==> config.mk <==
export PLATFORM = sky130hd
export DESIGN_NAME = ahb_dma_pri_dec_arb_flat
export DESIGN_NICKNAME = d
export VERILOG_FILES = /design/src/rtl/ahb_dma_pri_dec_arb_if.sv /design/src/rtl/ahb_dma_pri_dec_arb.sv /design/src/flat_wrapper.sv
export SDC_FILE = /design/constraint.sdc
export NUM_CORES = 1
export LEC_CHECK = 0
export ABC_AREA = 1
export BUFFER_PORTS_ARGS = -buffer_cell sky130_fd_sc_hd__clkbuf_2
export CELL_PAD_IN_SITES_DETAIL_PLACEMENT = 1
export CELL_PAD_IN_SITES_GLOBAL_PLACEMENT = 1
export CORE_AREA = 2 2 117 91
export CTS_BUF_LIST = sky130_fd_sc_hd__clkbuf_16
export DETAILED_ROUTE_END_ITERATION = 12
export DIE_AREA = 0 0 119 93
export GPL_ROUTABILITY_DRIVEN = 0
export PLACE_DENSITY = 0.91
export REMOVE_ABC_BUFFERS = 1
export SLEW_MARGIN = 20
export SYNTH_ARGS = -nofsm -noshare
export SYNTH_HDL_FRONTEND = slang
export SYNTH_SLANG_ARGS = --single-unit
==> constraint.sdc <==
create_clock -name clk -period 4 [get_ports clk]
set_input_delay 0.2 -clock clk [delete_from_list [all_inputs] [get_ports clk]]
set_output_delay 0.2 -clock clk [all_outputs]
set_load 0.1 [all_outputs]
==> src/rtl/ahb_dma_pri_dec_arb_if.sv <==
// Arbiter-side bundle: per-channel requests and one-hot priorities in,
// registered grant out to the DMA master engine.
interface ahb_dma_pri_dec_arb_if #(
    parameter int NCH = 8
);
    localparam int CHW = $clog2(NCH);

    logic [NCH-1:0]   ch_req;
    logic [NCH*8-1:0] ch_pri;
    logic             pause;
    logic             done;
    logic             grant_valid;
    logic [CHW-1:0]   grant_ch;
    logic [NCH-1:0]   grant_oh;
    logic [2:0]       grant_pri;

    modport slave (
        input  ch_req, ch_pri, pause, done,
        output grant_valid, grant_ch, grant_oh, grant_pri
    );

    modport master (
        output ch_req, ch_pri, pause, done,
        input  grant_valid, grant_ch, grant_oh, grant_pri
    );
endinterface

==> src/rtl/ahb_dma_pri_dec_arb.sv <==
// DMA channel arbiter: decodes one-hot priorities, picks highest level with
// round-robin among equals, and holds a registered grant until release.

// Per-channel decode: highest set bit wins, all-zero vector flags ineligible.
module ahb_dma_pri_lvl_dec (
    input  logic [7:0] vec,
    output logic [2:0] lvl,
    output logic       nz
);
    always_comb begin
        lvl = 3'd0;
        for (int b = 0; b < 8; b++) begin
            if (vec[b]) lvl = 3'(b);
        end
        nz = |vec;
    end
endmodule

module ahb_dma_pri_dec_arb #(
    parameter int NCH = 8
) (
    input  logic                 clk,
    input  logic                 rst,
    ahb_dma_pri_dec_arb_if.slave bus
);
    localparam int CHW = $clog2(NCH);

    typedef enum logic [1:0] {IDLE, GRANT, HOLDOFF} state_t;

    state_t               state, state_nxt;
    logic [NCH-1:0][2:0]  lvl;
    logic [NCH-1:0]       nz;
    logic [NCH-1:0]       elig;
    logic [NCH-1:0]       cand;
    logic [2:0]           max_pri;
    logic [CHW-1:0]       last_ch;
    logic [CHW-1:0]       win_ch;
    logic [CHW-1:0]       scan;
    logic                 win_found;
    logic                 load;
    logic                 rel;

    logic                 grant_valid;
    logic [CHW-1:0]       grant_ch;
    logic [NCH-1:0]       grant_oh;
    logic [2:0]           grant_pri;

    for (genvar i = 0; i < NCH; i++) begin : g_dec
        ahb_dma_pri_lvl_dec u_dec (
            .vec (bus.ch_pri[8*i +: 8]),
            .lvl (lvl[i]),
            .nz  (nz[i])
        );
    end

    assign elig = bus.ch_req & nz;

    always_comb begin
        max_pri = 3'd0;
        for (int i = 0; i < NCH; i++) begin
            if (elig[i] && lvl[i] > max_pri) max_pri = lvl[i];
        end
        cand = '0;
        for (int i = 0; i < NCH; i++) begin
            cand[i] = elig[i] && (lvl[i] == max_pri);
        end
    end

    // Scan starts one past the last granted channel; explicit wrap keeps
    // non-power-of-two channel counts correct.
    always_comb begin
        win_found = 1'b0;
        win_ch    = '0;
        scan      = last_ch;
        for (int k = 0; k < NCH; k++) begin
            scan = (scan == CHW'(NCH-1)) ? '0 : scan + CHW'(1);
            if (!win_found && cand[scan]) begin
                win_found = 1'b1;
                win_ch    = scan;
            end
        end
    end

    always_ff @(posedge clk or posedge rst) begin
        if (rst) state <= IDLE;
        else     state <= state_nxt;
    end

    always_comb begin
        state_nxt = state;
        load      = 1'b0;
        rel       = 1'b0;
        case (state)
            IDLE: begin
                if (!bus.pause && win_found) begin
                    load      = 1'b1;
                    state_nxt = GRANT;
                end
            end
            GRANT: begin
                // done and withdrawal in the same cycle collapse to one release
                if (bus.done || !bus.ch_req[grant_ch]) begin
                    rel       = 1'b1;
                    state_nxt = HOLDOFF;
                end
            end
            HOLDOFF: state_nxt = IDLE;
            default: state_nxt = IDLE;
        endcase
    end

    always_ff @(posedge clk or posedge rst) begin
        if (rst) begin
            grant_valid <= 1'b0;
            grant_ch    <= '0;
            grant_oh    <= '0;
            grant_pri   <= 3'd0;
            last_ch     <= CHW'(NCH-1);
        end else if (load) begin
            grant_valid <= 1'b1;
            grant_ch    <= win_ch;
            grant_oh    <= NCH'(1) << win_ch;
            grant_pri   <= max_pri;
        end else if (rel) begin
            grant_valid <= 1'b0;
            grant_oh    <= '0;
            last_ch     <= grant_ch;
        end
    end

    assign bus.grant_valid = grant_valid;
    assign bus.grant_ch    = grant_ch;
    assign bus.grant_oh    = grant_oh;
    assign bus.grant_pri   = grant_pri;
endmodule

==> src/flat_wrapper.sv <==
// flat-port wrapper written by rule: the top's interface ports become plain ports
module ahb_dma_pri_dec_arb_flat 
#(
    parameter int NCH = 8
)
  (clk, rst, bus_ch_req, bus_ch_pri, bus_pause, bus_done, bus_grant_valid, bus_grant_ch, bus_grant_oh, bus_grant_pri);
  ahb_dma_pri_dec_arb_if #(.NCH(NCH)) bus_i ();
  input  logic clk;
  input  logic rst;
  input wire logic [$bits(bus_i.ch_req)-1:0] bus_ch_req;
  input wire logic [$bits(bus_i.ch_pri)-1:0] bus_ch_pri;
  input wire logic [$bits(bus_i.pause)-1:0] bus_pause;
  input wire logic [$bits(bus_i.done)-1:0] bus_done;
  output wire logic [$bits(bus_i.grant_valid)-1:0] bus_grant_valid;
  output wire logic [$bits(bus_i.grant_ch)-1:0] bus_grant_ch;
  output wire logic [$bits(bus_i.grant_oh)-1:0] bus_grant_oh;
  output wire logic [$bits(bus_i.grant_pri)-1:0] bus_grant_pri;
  assign bus_i.ch_req = bus_ch_req;
  assign bus_i.ch_pri = bus_ch_pri;
  assign bus_i.pause = bus_pause;
  assign bus_i.done = bus_done;
  assign bus_grant_valid = bus_i.grant_valid;
  assign bus_grant_ch = bus_i.grant_ch;
  assign bus_grant_oh = bus_i.grant_oh;
  assign bus_grant_pri = bus_i.grant_pri;
  ahb_dma_pri_dec_arb #(.NCH(NCH)) u_core (.clk(clk), .rst(rst), .bus(bus_i));
endmodule
==> metrics.yaml, run 1 <==
outcome:
  status: "stopped before the end"
  haltStage: "global routing"
  run.stop_error: "[ERROR GRT-0232] Routing congestion too high. Check the congestion heatmap in the GUI."
synth:
  synth_area_leaders: "nand2_1 (13%), dfrtp_1 (12%), nand3_1 (12%)"
  ys_seq_elements: 20
  syn_inst: 609
  synth_top_area_share_pct: 13.1
  synth_area_sq_um: 3590
  yosys.area.top_type: "nand2_1"
  seq_area_frac_synth_pct: 14.1
  synth_cell_types: 41
  syn_avg_cell_area_sq_um: 5.89
  yosysWarnings: 0
clocking:
  hold_buffers: 0
  cts_root_buf: "clkbuf_16"
  clk_path_buf_depth: 2
  clock-sinks: 20
  htreeDepth: 1
  cts_inserted_buffers: 3
place:
  portBuffers: 90
  dpl.hpwl_mm: 14.4
  dpl_cell_area_sq_um: 5130
  place_inst: 957
die:
  die-height_um: 93
  dieWidth_um: 119
  ios: 91
  start_util_pct: 36.0
  rows: 32
grt:
  grt.overflow.total: 2
  grt_util_all_layers_pct: 61.5
  grt_max_degree: 21
timing:
  worst-ep-kind: "register data pin"
  worst_endpoint: "u_core.bus.grant_oh[3]$_DFFE_PP0P_/D"
-- per-layer routing --
layer	global-route usage (%)	overflow
met5	0.962	0
met4	64.6	1
met3	36.7	0
met2	88.0	1
met1	59.6	0
-- what timing repair did --
| action | CTS |
|---|---|
| buffers inserted | 18 |
| gates cloned | 1 |
| endpoints found under the setup margin | 16 |
| resized for setup | 95 |
| pin swaps | 62 |
-- synth_stat cells (all sizes together) --
library cell	count
ha	23
o21bai	10
nand2	147
nand4	13
a21oi	33
nor2	88
a31oi	6
a211oi	1
a21boi	1
buf	2
inv	97
nand3b	1
nand3	100
dfstp	3
or2	4
o41ai	1
a21o	1
o31ai	2
o21ai	34
xor2	3
dfrtp	17
nor3	19
nor3b	1
clkinv	2
-- logic make-up after synthesis --
family | synth area share (%)
adders and majority gates | 8.03
and+or+nand+nor | 51.9
xor gates and xnor gates | 0.733
AOI/OAI and AO/OA | 14.5
buffers and inverters | 10.8
DFF | 14.1
-- through the flow --
| step | setup WS [ps] | hold WS [ps] | setup TNS (ps) |
|---|---|---|---|
| 3_5_place_dp | -7240 | 341 | -113980 |
| 3_3_place_gp | -6080 | 325 | -95910 |
| 4_1_cts | -5920 | 95.9 | -93680 |
| 2_1_floorplan | -5590 | 162 | -88440 |
==> run 2, diff against run 1 <==
--- a/config.mk
+++ b/config.mk
@@ -7,14 +7,11 @@
 export LEC_CHECK = 0
 export ABC_AREA = 1
 export BUFFER_PORTS_ARGS = -buffer_cell sky130_fd_sc_hd__clkbuf_2
-export CELL_PAD_IN_SITES_DETAIL_PLACEMENT = 1
-export CELL_PAD_IN_SITES_GLOBAL_PLACEMENT = 1
-export CORE_AREA = 2 2 117 91
-export CTS_BUF_LIST = sky130_fd_sc_hd__clkbuf_16
+export CORE_AREA = 2 2 123 125
 export DETAILED_ROUTE_END_ITERATION = 12
-export DIE_AREA = 0 0 119 93
+export DIE_AREA = 0 0 125 127
 export GPL_ROUTABILITY_DRIVEN = 0
-export PLACE_DENSITY = 0.91
+export PLACE_DENSITY_LB_ADDON = 0.15
 export REMOVE_ABC_BUFFERS = 1
 export SLEW_MARGIN = 20
 export SYNTH_ARGS = -nofsm -noshare
==> run 2 against run 1 <==
Synthesized cell count did not move. Synthesized area unchanged. The flow now finishes, with violations (negative setup slack).
==> metrics.yaml, run 2 <==
clocking:
  cts_inserted_buffers: 3  # unchanged
  cts_root_buf: "clkbuf_16"
  htreeDepth: 1  # unchanged
  worstSkewPairLatency_ps: 250
  tritoncts: "yes"
  hold_buffers: 0  # unchanged
  clkTransAtPathRegs_ps: 60
  clk_path_buf_depth: 2  # unchanged
  clock-sinks: 20  # unchanged
layout:
  final_cells: 1036
  fin_nets: 952
  layout-drive-gt1-share_pct: 52.5
  syn_to_final_growth_pct: 75.6
  antenna_cells: 0
  fin_area_sq_um: 6300
  layout_common_cells: "buf_4 (144), nand2_1 (88), clkbuf_2 (88)"
  final_core_util_pct: 43.7
  largest_register_ff_count: 8
  regMostFlops: "u_core.bus.grant_oh"
  final_common_cell: "buf_4"
grt:
  grt_pass1_wl_mm: 21.4
  grt_pass1_vias: 4725
  grt_util_all_layers_pct: 15.7
  grt_max_degree: 21
  antenna_found_initial: 0
  grt.overflow.total: 0
outcome:
  violations: "negative setup slack"
  status: "complete, but fails checks"
route:
  via_count: 4819
  drc: 0
  avgViaCountPerCell: 4.65
  first_pass_iters: 4
  dr.first_iter.drc_count: 190
  wl_per_cell_um: 12.6
  antenna_left: 0
  wl_mm: 13.1
worst_setup_path:
  cp.required_ps: 4140
  crit_type: "in2reg"
  cp.arrival_ps: 9630
  crit_slowest_cell: "ha_4"
  critPathMaxStageDelay_ps: 280
  crit_buf_inv: 13
  path_depth: 78
  r2r_cells: 16
  crit_top_cell: "nand2_2"
  cp-end-kind: "flip-flop"
  crit_path_start_kind: "input port"
  crit_family: "simple AND/OR/NAND/NOR gates"
  worstPathMaxFanout: 7
pwr:
  p_sw_w: 0.00352
  total_power_w: 0.00594
  combPwrFrac_pct: 90.2
  swShare_pct: 59.3
  clock_power_share_pct: 3.8
  powerDensity_nw_per_um2: 944
  internal_power_w: 0.00242
  leakage_nw: 3.27
  power_frac_seq_pct: 6.0
  vdd_ir_drop_max_v: 0.000638
timing:
  fin_ws_ps: -5490
  maxSlewHeadroom_pct: 49.6
  setup_viol: 16
  clock_skew_ps: 1.42
  fin_crit_ps: 9490
  finalCritPeriodShare_pct: 237
  grt_setup_unrepaired: "true"
  max_clock_freq_ghz: 0.105
  setup_tns_ps: -86840
  slew_violations: 0
  tightest_slew_ps: 756
  final-hold-violation-count: 0
worst_hold_path:
  worstHoldPathType: "in2async"
die:
  dieWidth_um: 125  # +5.0%
  ios: 91  # unchanged
  coreArea_sq_um: 14400
  start_util_pct: 24.9  # -11 points
  die-area_sq_um: 15900
  rows: 44  # +38%
  die-height_um: 127  # +37%
place:
  dpl_cell_area_sq_um: 5230  # +1.9%
  dpl.hpwl_mm: 10.5  # -27%
  place_inst: 1010  # +5.5%
  portBuffers: 90  # unchanged
synth:
  ys_seq_elements: 20  # unchanged
  syn_avg_cell_area_sq_um: 5.89  # unchanged
  synth_area_sq_um: 3590  # unchanged
  synth.top_cells.by_count: "nand2_1 (125), inv_1 (87), nand3_1 (83), nor2_1 (79), a21oi_1 (32)"
  synthArstFlopShare_pct: 100  # unchanged
  yosysMostFrequentCell: "nand2_1"
  yosys.area.top_type: "nand2_1"
  seq_area_frac_synth_pct: 14.1  # unchanged
  synth_enable_flop_cells: 0  # unchanged
  ys.flop_type: "dfrtp_1"
  synth_cell_types: 41  # unchanged
  synth_top_area_share_pct: 13.1  # unchanged
  synth_area_leaders: "nand2_1 (13%), dfrtp_1 (12%), nand3_1 (12%)"
  yosysWarnings: 0  # unchanged
  syn_inst: 609  # unchanged
flow_run:
  cap_violations: 0
-- run 2: cell counts after synthesis --
Identical to the previous run, type by type.
-- run 2: worst register-to-register path, cell delays in order, from the launching register on --
cell and delay, ps:
dfstp_2 570, inv_1 70, ha_1 540, inv_1 310
xor2_1 270, nor2_1 400, nand3_2 180, nand3_4 150
nand2_8 90, nor2_8 150, nand4_4 130, nor2_4 180
nand4_1 230, nand3_2 180, inv_2 50, nand2_1 60
nand2_1 50
-- run 2: logic make-up after synthesis --
| logic type | Yosys count | synth area share (%) |
|---|---|---|
| AND/OR/NAND/NOR | 373 | 51.9 |
| XOR/XNOR | 3 | 0.733 |
| AO/OA/AOI/OAI | 89 | 14.5 |
| buffers and inverters | 101 | 10.8 |
| adder cells (fa/ha/maj) | 23 | 8.03 |
| flip-flops | 20 | 14.1 |
-- run 2: power groups by stage --
stage               clock network, W  logic [W]  registers (W)
detailed placement                 0    0.00403       0.000360
CTS                         0.000228    0.00445       0.000357
finish                      0.000226    0.00536       0.000357
global route                0.000237    0.00587       0.000368
floorplan                          0    0.00252       0.000728
global placement                   0    0.00402       0.000359
-- run 2: area by class of cell --
type                            instances  area (sq um)
Timing Repair Buffer                  241          1630
Tap cell                              184           230
Fill cell                            1501          8130
Inverter                               99           389
Sequential cell                        20           504
Multi-Input combinational cell        488          3450
Clock buffer                            4          88.8
-- run 2: through the flow --
stage,hold WS [ps],worst slack [ps]
floorplan,162,-5590
global placement,351,-6340
detailed placement,348,-6710
CTS,85.0,-5710
global route,151,-6250
finish,57.7,-5490
-- run 2: worst paths after layout --
kind | from | to | slack [ps]
min in group clk | bus_done | u_core.state[0] | 290
hold / removal | rst | u_core.bus.grant_pri[2] | 60
setup / recovery | bus_ch_pri[4] | u_core.bus.grant_oh[0] | -5490
setup reg to reg | u_core.last_ch[0] | u_core.bus.grant_oh[0] | 300
max in group asynchronous | rst | u_core.bus.grant_oh[7] | 3470
hold reg to reg | u_core.bus.grant_valid | u_core.bus.grant_valid | 470
-- run 2: metal layers --
layer / vias up / routed length [um] / global-route usage [%]
li1: 2499 / - / -
met1: 2191 / 6130 / 21.3
met2: 108 / 6240 / 27.1
met3: 21 / 498 / 1.05
met4: 0 / 235 / 4.31
met5: - / 0 / 0
-- run 2: timing repair --
action,4_1_cts,5_1_grt
endpoints found under the setup margin,16,16
setup buffers,9,13
pin swaps,25,92
gates resized for setup,62,136
No activity file was read; power rests on OpenSTA's default activity.
==> run 3, diff against run 2 <==
==> constraint.sdc (replaced) <==
create_clock -name clk -period 4 [get_ports clk]
set_input_delay 0.8 -clock clk [delete_from_list [all_inputs] [get_ports clk]]
set_output_delay 0.8 -clock clk [all_outputs]
set_load 0.1 [all_outputs]
==> run 3 against run 2 <==
The run still ends with negative setup slack left. Worst setup slack got worse by 580 ps. Clock power rose by 21%. Register-to-register slack got worse by 100 ps. Design area rose by 2.2%. First-iteration DRC count fell by 4.7%. Core utilization rose by 0.95 points. Non-clock buffer count rose by 17. Fmax fell by 5.7%. Cell count rose by 1.6%. Critical path type unchanged. Largest cell class unchanged.
==> metrics.yaml, run 3 (same netlist as run 2, synthesis figures left out) <==
flow_run:
  cap_violations: 0  # unchanged
die:
  start_util_pct: 24.9  # unchanged
  ios: 91  # unchanged
  die-area_sq_um: 15900  # unchanged
  die-height_um: 127  # unchanged
  dieWidth_um: 125  # unchanged
  coreArea_sq_um: 14400  # unchanged
  rows: 44  # unchanged
grt:
  grt_pass1_vias: 4697  # -0.59%
  grt_pass1_wl_mm: 21.7  # +1.5%
  grt.overflow.total: 0  # unchanged
  grt_max_degree: 21  # unchanged
  grt_util_all_layers_pct: 15.9  # +0.19 points
  antenna_found_initial: 0  # unchanged
layout:
  antenna_cells: 0  # unchanged
  syn_to_final_growth_pct: 79.4
  fillCellCount: 1464  # -2.5%
  layout_common_cells: "buf_4 (160), nand2_1 (95), clkbuf_2 (88)"
  fin_nets: 969  # +1.8%
  final_common_cell: "buf_4"
  regMostFlops: "u_core.bus.grant_oh"
  layout-drive-gt1-share_pct: 51.9  # -0.57 points
  largest_register_ff_count: 8  # unchanged
timing:
  setup_viol: 16  # unchanged
  clock_skew_ps: 4.95  # +3.53 ps
  fin_ws_ps: -6070  # -579 ps
  maxSlewHeadroom_pct: 48.7  # -0.86 points
  final-hold-violation-count: 0  # unchanged
  finalCritPeriodShare_pct: 252  # +14 points
  slew_violations: 0  # unchanged
  grt_setup_unrepaired: "true"
  tightest_slew_ps: 768  # +12.9 ps
  fin_crit_ps: 10070  # +579 ps
  max_clock_freq_ghz: 0.0993  # -5.7%
  whs_ps: 479  # +421 ps
route:
  avgViaCountPerCell: 4.58  # -1.5%
  wl_per_cell_um: 12.6  # -0.53%
  drc: 0  # unchanged
  dr.first_iter.drc_count: 181  # -4.7%
  wl_mm: 13.2  # +1.1%
  via_count: 4827  # +0.17%
  antenna_left: 0  # unchanged
  first_pass_iters: 5  # +1
worst_setup_path:
  r2r-start: "u_core.last_ch[0]"
  crit_slowest_cell: "ha_1"
  worstPathMaxFanout: 6  # -1
  cp-end-kind: "flip-flop"
  crit_path_start_kind: "input port"
  crit_type: "in2reg"
  crit_top_cell: "nand2_2"
  startpoint: "bus_ch_pri[5]"
  cp.arrival_ps: 10260  # +630 ps
  r2r_cells: 19  # +3
  cp.required_ps: 4190  # +50 ps
  critPathMaxStageDelay_ps: 280  # about the same
worst_hold_path:
  hold-path-cell-count: 2
  worstHoldPathType: "reg2reg"
  hold_path.startpoint: "u_core.bus.grant_valid"
clocking:
  clk_path_buf_depth: 2  # unchanged
  worstSkewPairLatency_ps: 250  # about the same
  clock-sinks: 20  # unchanged
  hold_buffers: 0  # unchanged
  tritoncts: "yes"
  clkTransAtPathRegs_ps: 60  # about the same
  htreeDepth: 1  # unchanged
  cts_inserted_buffers: 3  # unchanged
  cts_root_buf: "clkbuf_16"
pwr:
  powerDensity_nw_per_um2: 932  # -1.3%
  internal_power_w: 0.00247  # +2.0%
  p_sw_w: 0.00353  # +0.14%
  total_power_w: 0.00600  # +0.88%
  vdd_ir_drop_max_v: 0.000630  # -1.2%
  power_frac_seq_pct: 5.9  # about the same
  leakage_nw: 3.37  # +2.8%
  combPwrFrac_pct: 89.5  # -0.7 points
  swShare_pct: 58.8  # -0.44 points
  clock_power_share_pct: 4.6  # +0.8 points
place:
  post-place-ws_ps: -7320  # -605 ps
  dpl.hpwl_mm: 10.5  # unchanged
  portBuffers: 90  # unchanged
outcome:
  status: "complete, but fails checks"
  violations: "negative setup slack"
[run 3: changes by cell type in the layout (fill, tap and decap cells not counted), sizes merged]
cell	change
buf	+17
clkbuf	-1
bufinv	+1
[run 3: routing by layer]
| metal | vias to the layer above | global-route usage (%) | wire [um] |
|---|---|---|---|
| met2 | 101 | 28.6 | 6500 |
| met1 | 2185 | 21.7 | 6180 |
| met4 | 0 | 1.90 | 83 |
| met5 | - | 0 | 0 |
| met3 | 8 | 1.01 | 476 |
| li1 | 2533 | - | - |
[run 3: timing repair]
item / 4_1_cts / 5_1_grt
hold endpoints to repair: 0 / 0
cloned: 0 / 0
gates resized for setup: 50 / 137
endpoints found under the setup margin: 16 / 16
pin swaps: 31 / 87
buffers inserted: 25 / 13
[run 3: layout make-up]
class	instances	area, sq um	area share, %
Clock inverter	1	30.0	0.467
Timing Repair Buffer	258	1770	27.5
Tap cell	184	230	3.58
Clock buffer	3	75.1	1.17
Multi-Input combinational cell	488	3440	53.4
Inverter	99	387	6.01
Sequential cell	20	504	7.84
[run 3: power groups by stage]
stage | sequential [W] | clock, W | combinational [W]
2_1_floorplan | 0.000728 | 0 | 0.00252
3_3_place_gp | 0.000360 | 0 | 0.00402
3_5_place_dp | 0.000360 | 0 | 0.00404
4_1_cts | 0.000357 | 0.000277 | 0.00442
5_1_grt | 0.000367 | 0.000288 | 0.00589
6_report | 0.000356 | 0.000274 | 0.00537
[run 3: critical path: cells and delay by family]
kind | cells | cell delay (ps)
and+or+nand+nor | 47 | 5060
adders and majority gates | 7 | 1830
buffers and inverters | 13 | 940
AOI/OAI and AO/OA | 13 | 1690
[run 3: final timing paths]
path                                           to  slack [ps]
setup reg to reg           u_core.bus.grant_oh[5]         200
hold / removal             u_core.bus.grant_valid         480
setup / recovery           u_core.bus.grant_oh[5]       -6070
min in group asynchronous  u_core.bus.grant_oh[5]         660
hold reg to reg            u_core.bus.grant_valid         480
max in group asynchronous  u_core.bus.grant_ch[1]        2850
[run 3: metrics by stage]
| stage | instance area (sq um) | util [%] | cells | setup TNS, ps |
|---|---|---|---|---|
| final | 6430 | 44.6 | 1053 | -95780 |
| after global routing | 6430 | 44.6 | 1053 | -107040 |
| after floorplan | 3580 | - | 607 | -98040 |
| after detailed placement | 5240 | 36.3 | 1012 | -114930 |
| after CTS | 5730 | 39.7 | 1041 | -98370 |
| after global placement | 5240 | 36.3 | 1012 | -108580 |
